==> config.mk <==
export PLATFORM = sky130hd
export DESIGN_NAME = jt1943_objscan
export DESIGN_NICKNAME = d
export VERILOG_FILES = /design/src/rtl/jt1943_obj_pkg.sv /design/src/rtl/jtgng_dual_ram.sv /design/src/rtl/jt1943_objscan.sv
export SDC_FILE = /design/constraint.sdc
export NUM_CORES = 2
export LEC_CHECK = 0
export BUFFER_PORTS_ARGS = -buffer_cell sky130_fd_sc_hd__buf_2
export CAP_MARGIN = 20
export CELL_PAD_IN_SITES_DETAIL_PLACEMENT = 1
export CELL_PAD_IN_SITES_GLOBAL_PLACEMENT = 2
export CORE_MARGIN = 4
export CORE_UTILIZATION = 30
export CTS_BUF_LIST = sky130_fd_sc_hd__clkbuf_8
export DETAILED_ROUTE_END_ITERATION = 16
export GPL_TIMING_DRIVEN = 0
export PLACE_DENSITY = 0.65
export SYNTH_ARGS = -nofsm -noshare
export SYNTH_HDL_FRONTEND = slang
export SYNTH_SLANG_ARGS = --single-unit
==> constraint.sdc <==
create_clock -name clk -period 2.92 [get_ports clk]
set_input_delay 0.584 -clock clk [delete_from_list [all_inputs] [get_ports clk]]
set_output_delay 0.584 -clock clk [all_outputs]
set_load 0.02 [all_outputs]
==> src/rtl/jt1943_obj_pkg.sv <==
// Shared definitions for the 1943 object (sprite) pipeline.
// Used by the per-line scanner and by the sprite drawer, so the rule that
// decides whether a sprite covers a given line exists in exactly one place.
//  - byte offsets inside a 4-byte object record
//  - blank-slot Y value, number of line-buffer slots, Y offset of the hardware
//  - scanner state encoding
//  - obj_vmatch(): vertical visibility test
//  - blank_byte(): byte returned by an empty line-buffer slot
package jt1943_obj_pkg;

    localparam int CODE_LO = 0;
    localparam int ATTR    = 1;
    localparam int YPOS    = 2;
    localparam int XPOS    = 3;

    localparam logic [7:0] BLANK_Y  = 8'hF8;
    localparam int         SLOTS    = 32;
    localparam logic [7:0] Y_OFFSET = 8'd2;

    typedef enum logic [2:0] {
        ST_IDLE = 3'd0,
        ST_RDY  = 3'd1,
        ST_YCHK = 3'd2,
        ST_COPY = 3'd3,
        ST_NEXT = 3'd4,
        ST_DONE = 3'd5
    } scan_state_t;

    // A sprite is 16 lines tall starting at Y-2. Positions at F0 and above
    // are parked off-screen and never match, which also keeps objy+16
    // from wrapping inside the compare.
    function automatic logic obj_vmatch(input logic [7:0] vn, input logic [7:0] ybyte);
        logic [7:0] objy;
        logic [7:0] objy_end;
        objy     = ybyte - Y_OFFSET;
        objy_end = objy + 8'd16;
        return (objy < 8'hF0) && (vn >= objy) && (vn < objy_end);
    endfunction

    // Empty slots read as Y=blank_y with every other byte zero.
    function automatic logic [7:0] blank_byte(input logic [1:0] sel, input logic [7:0] blank_y);
        logic [7:0] res;
        case (sel)
            2'(CODE_LO): res = 8'h00;
            2'(ATTR):    res = 8'h00;
            2'(YPOS):    res = blank_y;
            2'(XPOS):    res = 8'h00;
            default:     res = 8'h00;
        endcase
        return res;
    endfunction

endpackage

==> src/rtl/jtgng_dual_ram.sv <==
// Simple dual-port RAM: port A writes, port B reads with a registered output.
//  clk     in   clock shared by both ports
//  addr_a  in   aw   write address
//  data_a  in   dw   write data
//  we_a    in   1    write enable
//  cen_b   in   1    read clock enable
//  addr_b  in   aw   read address
//  q_b     out  dw   read data, updated on clk edges with cen_b=1
module jtgng_dual_ram #(
    parameter int dw = 8,
    parameter int aw = 8
) (
    input  logic          clk,
    input  logic [aw-1:0] addr_a,
    input  logic [dw-1:0] data_a,
    input  logic          we_a,
    input  logic          cen_b,
    input  logic [aw-1:0] addr_b,
    output logic [dw-1:0] q_b
);

    logic [dw-1:0] mem [0:(1<<aw)-1];

    always_ff @(posedge clk) begin
        if (we_a) mem[addr_a] <= data_a;
        if (cen_b) q_b <= mem[addr_b];
    end

endmodule

==> src/rtl/jt1943_objscan.sv <==
// Per-line sprite scanner and double line buffer.
// While line N is displayed, object RAM is walked and every sprite visible on
// line N+1 has its 4 attribute bytes copied into the write bank. The drawer
// reads the other bank through objcnt/pxlcnt. Banks swap on HINIT.
// Slots fill from 31 downwards; sprite 0 lands in slot 31 and is drawn last.
//  clk           in   system clock
//  rst           in   synchronous active-high reset
//  cen6          in   pixel enable for the read side
//  HINIT         in   start-of-line strobe (restarts the scan, swaps banks)
//  V             in   current line; the scan targets V+1
//  obj_ram_addr  out  object RAM read address (RAM has 1-clk latency)
//  obj_ram_data  in   object RAM data
//  objcnt        in   drawer slot index (slot 0 always blank)
//  pxlcnt        in   drawer pixel count, [1:0] picks the attribute byte
//  objbuf_data   out  attribute byte for the drawer, 1 cen6 after objcnt/pxlcnt
//  scan_busy     out  scan in progress
//  line_ovf      out  more than 31 sprites matched the last scan
//  st_dbg        out  scanner state, for observation only
module jt1943_objscan #(
    parameter int         OBJMAX  = 128,
    parameter int         RAMW    = 9,
    parameter logic [7:0] BLANK_Y = jt1943_obj_pkg::BLANK_Y
) (
    input  logic            clk,
    input  logic            rst,
    input  logic            cen6,
    input  logic            HINIT,
    input  logic [7:0]      V,
    output logic [RAMW-1:0] obj_ram_addr,
    input  logic [7:0]      obj_ram_data,
    input  logic [4:0]      objcnt,
    input  logic [3:0]      pxlcnt,
    output logic [7:0]      objbuf_data,
    output logic            scan_busy,
    output logic            line_ovf,
    output logic [2:0]      st_dbg
);
    import jt1943_obj_pkg::*;

    localparam int IDXW = RAMW - 2;

    scan_state_t     state, state_nxt;
    logic            rd_bank;
    logic            wr_bank;
    logic [7:0]      vn;
    logic [IDXW-1:0] idx;
    logic [4:0]      slot;
    logic [1:0]      b;
    logic            copy_ph;     // 0: address issued, 1: data valid and written
    logic [5:0]      lo_slot [2]; // lowest valid slot per bank, SLOTS = empty
    logic            y_match;
    logic            last_obj;
    logic            buf_we;
    logic [7:0]      buf_q;
    logic            rd_blank;
    logic [7:0]      rd_blank_byte;
    logic [1:0]      unused_pxl;

    assign wr_bank    = ~rd_bank;
    assign y_match    = obj_vmatch(vn, obj_ram_data);
    assign last_obj   = (idx == IDXW'(OBJMAX - 1));
    assign unused_pxl = pxlcnt[3:2];

    // ---------------- scan FSM ----------------
    always_comb begin
        state_nxt = state;
        case (state)
            ST_IDLE: state_nxt = ST_IDLE;
            ST_RDY:  state_nxt = ST_YCHK;
            // With slot 0 reached, a match is only recorded as overflow.
            ST_YCHK: state_nxt = (y_match && slot != 5'd0) ? ST_COPY : ST_NEXT;
            ST_COPY: state_nxt = (copy_ph && b == 2'd3) ? ST_NEXT : ST_COPY;
            ST_NEXT: state_nxt = last_obj ? ST_DONE : ST_RDY;
            ST_DONE: state_nxt = ST_DONE;
            default: state_nxt = ST_IDLE;
        endcase
        if (HINIT) state_nxt = ST_RDY;
    end

    always_ff @(posedge clk) begin
        if (rst) begin
            state      <= ST_IDLE;
            rd_bank    <= 1'b0;
            lo_slot[0] <= 6'(SLOTS);
            lo_slot[1] <= 6'(SLOTS);
            vn         <= 8'd0;
            idx        <= '0;
            slot       <= 5'd31;
            b          <= 2'd0;
            copy_ph    <= 1'b0;
            line_ovf   <= 1'b0;
        end else begin
            state <= state_nxt;
            if (HINIT) begin
                // The current read bank becomes the next write bank.
                rd_bank          <= ~rd_bank;
                lo_slot[rd_bank] <= 6'(SLOTS);
                vn               <= V + 8'd1;
                idx              <= '0;
                slot             <= 5'd31;
                b                <= 2'd0;
                copy_ph          <= 1'b0;
                line_ovf         <= 1'b0;
            end else begin
                case (state)
                    ST_YCHK: begin
                        b       <= 2'd0;
                        copy_ph <= 1'b0;
                        if (y_match && slot == 5'd0) line_ovf <= 1'b1;
                    end
                    ST_COPY: begin
                        copy_ph <= ~copy_ph;
                        if (copy_ph) begin
                            b <= b + 2'd1;
                            // The slot only becomes visible once all 4 bytes are in,
                            // so an aborted copy never shows a half-written sprite.
                            if (b == 2'd3) begin
                                lo_slot[wr_bank] <= {1'b0, slot};
                                slot             <= slot - 5'd1;
                            end
                        end
                    end
                    ST_NEXT: begin
                        if (!last_obj) idx <= idx + IDXW'(1);
                    end
                    default: ;
                endcase
            end
        end
    end

    assign obj_ram_addr = {idx, (state == ST_RDY) ? 2'(YPOS) : b};
    assign scan_busy    = (state == ST_RDY) || (state == ST_YCHK) ||
                          (state == ST_COPY) || (state == ST_NEXT);
    assign st_dbg       = state;

    // ---------------- line buffer ----------------
    assign buf_we = (state == ST_COPY) && copy_ph && !HINIT;

    jtgng_dual_ram #(.dw(8), .aw(8)) u_buf (
        .clk    (clk),
        .addr_a ({wr_bank, slot, b}),
        .data_a (obj_ram_data),
        .we_a   (buf_we),
        .cen_b  (cen6),
        .addr_b ({rd_bank, objcnt, pxlcnt[1:0]}),
        .q_b    (buf_q)
    );

    // The blank decision is registered alongside the RAM read so both
    // paths carry the same single-cen6 latency.
    always_ff @(posedge clk) begin
        if (rst) begin
            rd_blank      <= 1'b1;
            rd_blank_byte <= 8'h00;
        end else if (cen6) begin
            rd_blank      <= (objcnt == 5'd0) || ({1'b0, objcnt} < lo_slot[rd_bank]);
            rd_blank_byte <= blank_byte(pxlcnt[1:0], BLANK_Y);
        end
    end

    assign objbuf_data = rd_blank ? rd_blank_byte : buf_q;

endmodule

Word-level counts from Yosys, hierarchy flattened
Memory sizes are Yosys's and may differ from the RTL's. A register that Yosys moved wholly into a read port is not among the register bits.
Index checks and enable logic that the tools add are counted.
{"block": "classes", "n_addsub": 6, "magnitude_cmp": 4, "eq_ne": 11, "mux": 32, "n_bitwise": 3, "n_reduce_logical": 25}
{"cell": "$mux W1", "count": 20}
{"cell": "$pmux W8 S2", "count": 1}
{"cell": "$pmux W3 S5", "count": 1}
{"cell": "$mux W6", "count": 2}
{"cell": "$reduce_or A6 Y1", "count": 2}
{"cell": "$logic_not A5 Y1", "count": 2}
{"cell": "$mux W3", "count": 3}
{"cell": "$add A8 B1 Y8 const B", "count": 1}
{"cell": "$add A8 B5 Y8 const B", "count": 1}
{"cell": "$ge A8 B8 Y1", "count": 1}
{"cell": "$lt A8 B8 Y1", "count": 1}
{"cell": "$lt A8 B8 Y1 const B", "count": 1}
{"cell": "$mux W8", "count": 1}
{"cell": "$sub A8 B2 Y8 const B", "count": 1}
{"cell": "$add A7 B1 Y7 const B", "count": 1}
{"cell": "$eq A7 B7 Y1 const B", "count": 1}
{"cell": "$logic_and A1 B1 Y1", "count": 7}
{"cell": "$eq A2 B2 Y1 const B", "count": 3}
{"cell": "$eq A3 B2 Y1 const B", "count": 2}
{"cell": "$eq A3 B3 Y1 const B", "count": 2}
{"cell": "$lt A5 B6 Y1", "count": 1}
{"cell": "$reduce_and A2 Y1", "count": 3}
{"cell": "$reduce_bool A5 Y1", "count": 1}
{"cell": "$sub A5 B1 Y5 const B", "count": 1}
{"cell": "15 further kinds", "count": 21}
{"block": "word_totals", "ff_bits": 37, "mem_bits_rw": 2060, "inputBits": 29, "out_inout_bits": 22, "word_cells": 94, "memories": 2}
{"memory": "u_buf.mem", "words": 256, "width": 8, "read_ports": 1, "rd_clocked_by_memory_dff": 1, "write_ports": 1, "line": "jtgng_dual_ram.sv:22", "source": "logic [dw-1:0] mem [0:(1<<aw)-1];"}
{"memory": "lo_slot", "words": 2, "width": 6, "read_ports": 1, "rd_clocked_by_memory_dff": 1, "write_ports": 2, "line": "jt1943_objscan.sv:50", "source": "logic [5:0] lo_slot [2];"}

Logic depth before layout (Yosys ltp)
{"block": "depth", "depth_word": 9, "depth_mapped": 14, "mapped_depth_nobuf": 14}

Modules after synthesis
A second synthesis with hierarchy kept.
{"block": "hier_totals", "hier_cells": 4016, "area_unflattened_um2": 82173.8}
{"module": "jtgng_dual_ram", "instances": 1, "cells_per_inst": 3733, "area_each_um2": 79636.4}
{"module": "jt1943_objscan", "instances": 1, "cells_per_inst": 283, "area_each_um2": 2537.4}

Worst setup path after synthesis
No wires, ideal clock.
{"block": "synth_timing", "path_kind": "in2reg", "startpoint": "input port obj_ram_data[1]", "endpoint": "register state[2] (netlist: st_dbg[2])", "setup_ns": 0.116, "arrival_ns": 2.945, "slack_ns": -0.141, "path_stages": 14, "cell_sequence": "inv_1 ha_1 nor3b_1 xnor2_1 inv_1 ha_1 inv_1 ha_1 o21ai_0 a31oi_1 or3_1 a221oi_1 a31oi_1 o211a_1"}
{"block": "synth_between", "elab_chain_cells": 7, "word_cells_on_any_way": 10, "classes_between": "add/sub (2); order compare (3); mux (2); reduce/logical (3)"}
{"item": "start, declared", "line": "jt1943_objscan.sv:30", "source": "input logic [7:0] obj_ram_data,"}
{"item": "$sub A8 B2 Y8 *", "line": "jt1943_obj_pkg.sv:35", "source": "objy = ybyte - Y_OFFSET;"}
{"item": "$add A8 B5 Y8, or another cell as far along", "line": "jt1943_obj_pkg.sv:36", "source": "objy_end = objy + 8'd16;"}
{"item": "$lt A8 B8 Y1 or $logic_and A1 B1 Y1 (tied branches)", "line": "jt1943_obj_pkg.sv:37", "source": "return (objy < 8'hF0) && (vn >= objy) && (vn < objy_end);"}
{"item": "$logic_and A1 B1 Y1 *", "line": "jt1943_obj_pkg.sv:37"}
{"item": "$logic_and A1 B1 Y1 *", "line": "jt1943_objscan.sv:71", "source": "ST_YCHK: state_nxt = (y_match && slot != 5'd0) ? ST_COPY : ST_NEXT;"}
{"item": "$mux W3 *", "line": "jt1943_objscan.sv:71"}
{"item": "$pmux W3 S5 *", "line": "jt1943_objscan.sv:67", "source": "case (state)"}
{"item": "end signal, assigned", "line": "jt1943_objscan.sv:93", "source": "state <= state_nxt;"}
{"item": "end, declared", "line": "jt1943_objscan.sv:42", "source": "scan_state_t state, state_nxt;"}
Every way passes the cells marked *; elsewhere a longest branch is shown, timed or not.
A chain may end at the register's enable or synchronous reset.

Worst setup path after layout
{"block": "layout_timing", "startpoint": "register slot[1]", "endpoint": "memory u_buf.mem[133][2], enable pin"}
{"item": "start, declared", "line": "jt1943_objscan.sv:47", "source": "logic [4:0] slot;"}
{"item": "start signal, assigned", "line": "jt1943_objscan.sv:119", "source": "slot <= slot - 5'd1;"}
{"item": "end, declared", "line": "jtgng_dual_ram.sv:22"}
Straight into the memory's write port.

==> impl_metrics.py <==
metrics = {
    "synth": {
        "yosys.area.top_type": "edfxtp_1",
        "synth_edf_count": 2068,
        "ys_async_sr_fraction": 0,
        "synth.most_common_cell": "edfxtp_1",
        "synth.area.top_cells": "edfxtp_1 (75%), mux4_2 (12%), mux2i_1 (2.1%)",
        "syn_nets": 4124,
        "synth_ff_type": "edfxtp_1",
        "synth-seq-cells": 2099,
        "synth_top_area_frac": 0.7508,
        "netlist_area_um2": 82710,
        "yosys_warnings": 0,
        "synth_cell_type_count": 75,
        "synthCells": 4065,
        "yosysSeqAreaShare": 0.7583,
        "yosys-top-cells-count": "edfxtp_1 (2068), mux4_2 (426), nor2_1 (324), mux2i_1 (171), nand2_1 (116)",
        "postSynthAreaPerCell_um2": 20.35,
    },
    "setup_path": {
        "slowest_stage": "clkbuf_2",
        "path_buf_inv": 3,
        "crit_chain": "inv_1 > ha_1 > nand2_1 > clkbuf_2 > buf_16 > nor2_2",
        "path_class": "register to register",
        "rrSetupSlack_ns": -0.24,
        "critPathLaunch": "slot[1]$_SDFFE_PP1P_",
        "r2r-start": "slot[1]$_SDFFE_PP1P_",
        "cpPeakStageDelay_ns": 0.55,
        "crit_required_ns": 3.58,
        "critPathCaptureType": "register",
        "crit_family": "buffers and inverters",
        "startpoint_type": "register",
        "arrival_ns": 3.83,
        "cp_max_fo": 8,
    },
    "power": {
        "clockPowerShare": 0.390,
        "p_int_w": 0.04636,
        "powerDensity_nw_per_um2": 627.1,
        "pwr-share-comb": 0.077,
        "p_switching_w": 0.01586,
        "switching_share": 0.2549,
        "seq_power_share": 0.533,
        "ir_drop_v": 0.0005419,
        "p_leak_nw": 31.25,
    },
    "run_status": {
        "status": "complete, but fails checks",
        "violations": "negative setup slack",
    },
    "cts": {
        "cts_buffers": 358,
        "path_clk_slew_ns": 0.06,
        "clock_latency_ns": 1.09,
        "clockBufferDepth": 4,
        "root_buffer": "clkbuf_8",
        "cts_num_sinks": 2099,
        "tritoncts": "done",
        "htreeDepth": 5,
    },
    "floorplanning": {
        "die_w_um": 533.1,
        "rows": 192,
        "io_pins": 51,
        "start_util": 0.3018,
        "die_y_um": 533.1,
        "dieArea_um2": 284200,
        "core_area_um2": 274100,
    },
    "timing": {
        "slew_headroom": 0.1907,
        "fin_crit_sh": 1.084,
        "layout_setup_ws_ns": -0.2447,
        "finalSetupViolCount": 202,
        "drv_slew": 0,
        "hold_violations": 0,
        "holdWs_ns": 0.02470,
        "clock-skew-final_ns": 0.05946,
        "fmax_mhz": 316.0,
        "rsz0062_at_grt": "true",
        "worstMarginPinSlew_ns": 1.210,
        "finalCriticalPeriod_ns": 3.165,
    },
    "layout": {
        "final_nets": 4681,
        "drive_gt1_frac": 0.3275,
        "area_delta_synth_final_pct": 19.95,
    },
    "route": {
        "finalWirelength_um": 365900,
        "drc_errors": 0,
        "vias": 49839,
        "ant_nets": 0,
        "drt_iter0_markers": 8932,
        "dr.pass1.iters": 5,
        "vias_per_cell": 5.811,
        "wl_per_cell_um": 42.67,
    },
    "global_routing": {
        "grt_max_degree": 141,
        "grt_first_pass_wirelength_um": 468700,
        "grtUsageTotal": 0.2488,
        "antenna_found_initial": 27,
        "grt_pass1_vias": 48128,
        "grt_overflow": 0,
    },
    "run": {
        "maxCapViolCount": 0,
    },
    "place": {
        "io_buffers": 43,
        "gp_routability_congestion": 0.9421,
        "dp_hpwl_um": 233300,
        "dp_worst_setup_slack_ns": -3.241,
    },
    "hold_path": {
        "hold_start": "obj_ram_data[2]",
        "hold_path.class": "input port to register",
    },
}
==> stage by stage <==
| stage | area [um^2] | util | setup TNS [ns] | total power, W | cells |
|---|---|---|---|---|---|
| final | 99220 | 0.3620 | -19.50 | 0.06222 | 8576 |
| after global placement | 87550 | 0.3194 | -8214.44 | 0.03809 | 7794 |
| after detailed placement | 88750 | 0.3238 | -2346.87 | 0.03816 | 7848 |
| after global routing | 99180 | 0.3618 | -20.03 | 0.06352 | 8560 |
| after CTS | 98190 | 0.3582 | -22.35 | 0.06187 | 8518 |
| after floorplan | 82730 | - | -0.001495 | 0.03546 | 4065 |
==> power groups by stage <==
stage | combinational [W] | sequential [W] | clock [W]
3_3_place_gp | 0.00419 | 0.0339 | 0
6_report | 0.00481 | 0.0331 | 0.0243
5_1_grt | 0.00474 | 0.0331 | 0.0257
4_1_cts | 0.00454 | 0.0331 | 0.0242
3_5_place_dp | 0.00439 | 0.0338 | 0
2_1_floorplan | 0.00170 | 0.0338 | 0
==> path summary, 6_finish.rpt <==
path	end	cells after the start
worst max register to register	u_buf.mem[133][2]$_DFFE_PP_	6
worst max-delay path	u_buf.mem[133][2]$_DFFE_PP_	6
worst min register to register	line_ovf$_SDFFE_PP0P_	2
worst min-delay path	u_buf.mem[192][2]$_DFFE_PP_	1
==> routing by layer <==
layer / up-vias / global-route usage / part of all wire
li1: 18080 / - / -
met1: 27014 / 0.3172 / 0.36
met2: 3893 / 0.3662 / 0.44
met3: 848 / 0.08932 / 0.13
met4: 4 / 0.1431 / 0.066
met5: - / 0 / 0.000090
==> repair_timing <==
| item | 4_1_cts | 5_1_grt |
|---|---|---|
| cloned | 1 | 5 |
| endpoints found under the hold margin | 90 | 11 |
| gates resized for setup | 703 | 99 |
| hold buffers | 18 | 4 |
| pin swaps | 38 | 25 |
| setup buffers | 49 | 28 |
| endpoints found under the setup margin | 2068 | 1679 |
==> state kept, by name, indices dropped and copies added (netlist names), 2 cells and up, named ones only <==
register and cells:
b 2, idx 7, lo_slot 12, slot 5, st_dbg 3, u_buf.mem 2048
u_buf.q_b 8, vn 8
==> logic make-up (layout without fill, tap and decap cells) <==
kind of cell,after synthesis,after routing,share of synthesized area
AO/OA/AOI/OAI,410,410,0.03453
XOR/XNOR,21,21,0.002224
adder cells (fa/ha/maj),30,30,0.004538
buffers and inverters,258,1063,0.02094
flip-flops,2099,2099,0.7583
multiplexers,641,641,0.1478
other,0,20,0
AND/OR/NAND/NOR,606,606,0.03174
==> layout make-up <==
type / instances / area, um^2
Antenna cell: 20 / 50.05
Buffer: 226 / 2459
Clock buffer: 362 / 4982
Clock inverter: 246 / 1144
Fill cell: 27011 / 174900
Inverter: 26 / 102.6
Multi-Input combinational cell: 1708 / 20230
Sequential cell: 2099 / 62730
Tap cell: 3686 / 4612
Timing Repair Buffer: 203 / 2913
==> placed cells by master, fill, tap and decap left out, types with 18 or more instances in the layout <==
cell / n
a21oi_1: 64
a31oi_1: 18
o22ai_1: 38
o21ai_0: 50
nor2_4: 179
buf_2: 47
nor2_2: 77
nand3_1: 42
nand2_1: 88
buf_12: 79
clkbuf_8: 375
dfxtp_1: 28
mux4_2: 426
dlygate4sd3_1: 21
nor3_1: 20
a221oi_1: 25
buf_16: 22
inv_1: 127
buf_6: 66
edfxtp_1: 2068
mux2i_1: 169
diode_2: 20
nor2_1: 69
a211oi_1: 24
a22oi_1: 71
buf_4: 67
ha_1: 30
clkinv_2: 43
nand2_2: 24
clkinv_1: 89
mux4_1: 28
buf_8: 57
clkbuf_4: 18
No activity file was read; power rests on OpenSTA's default activity.
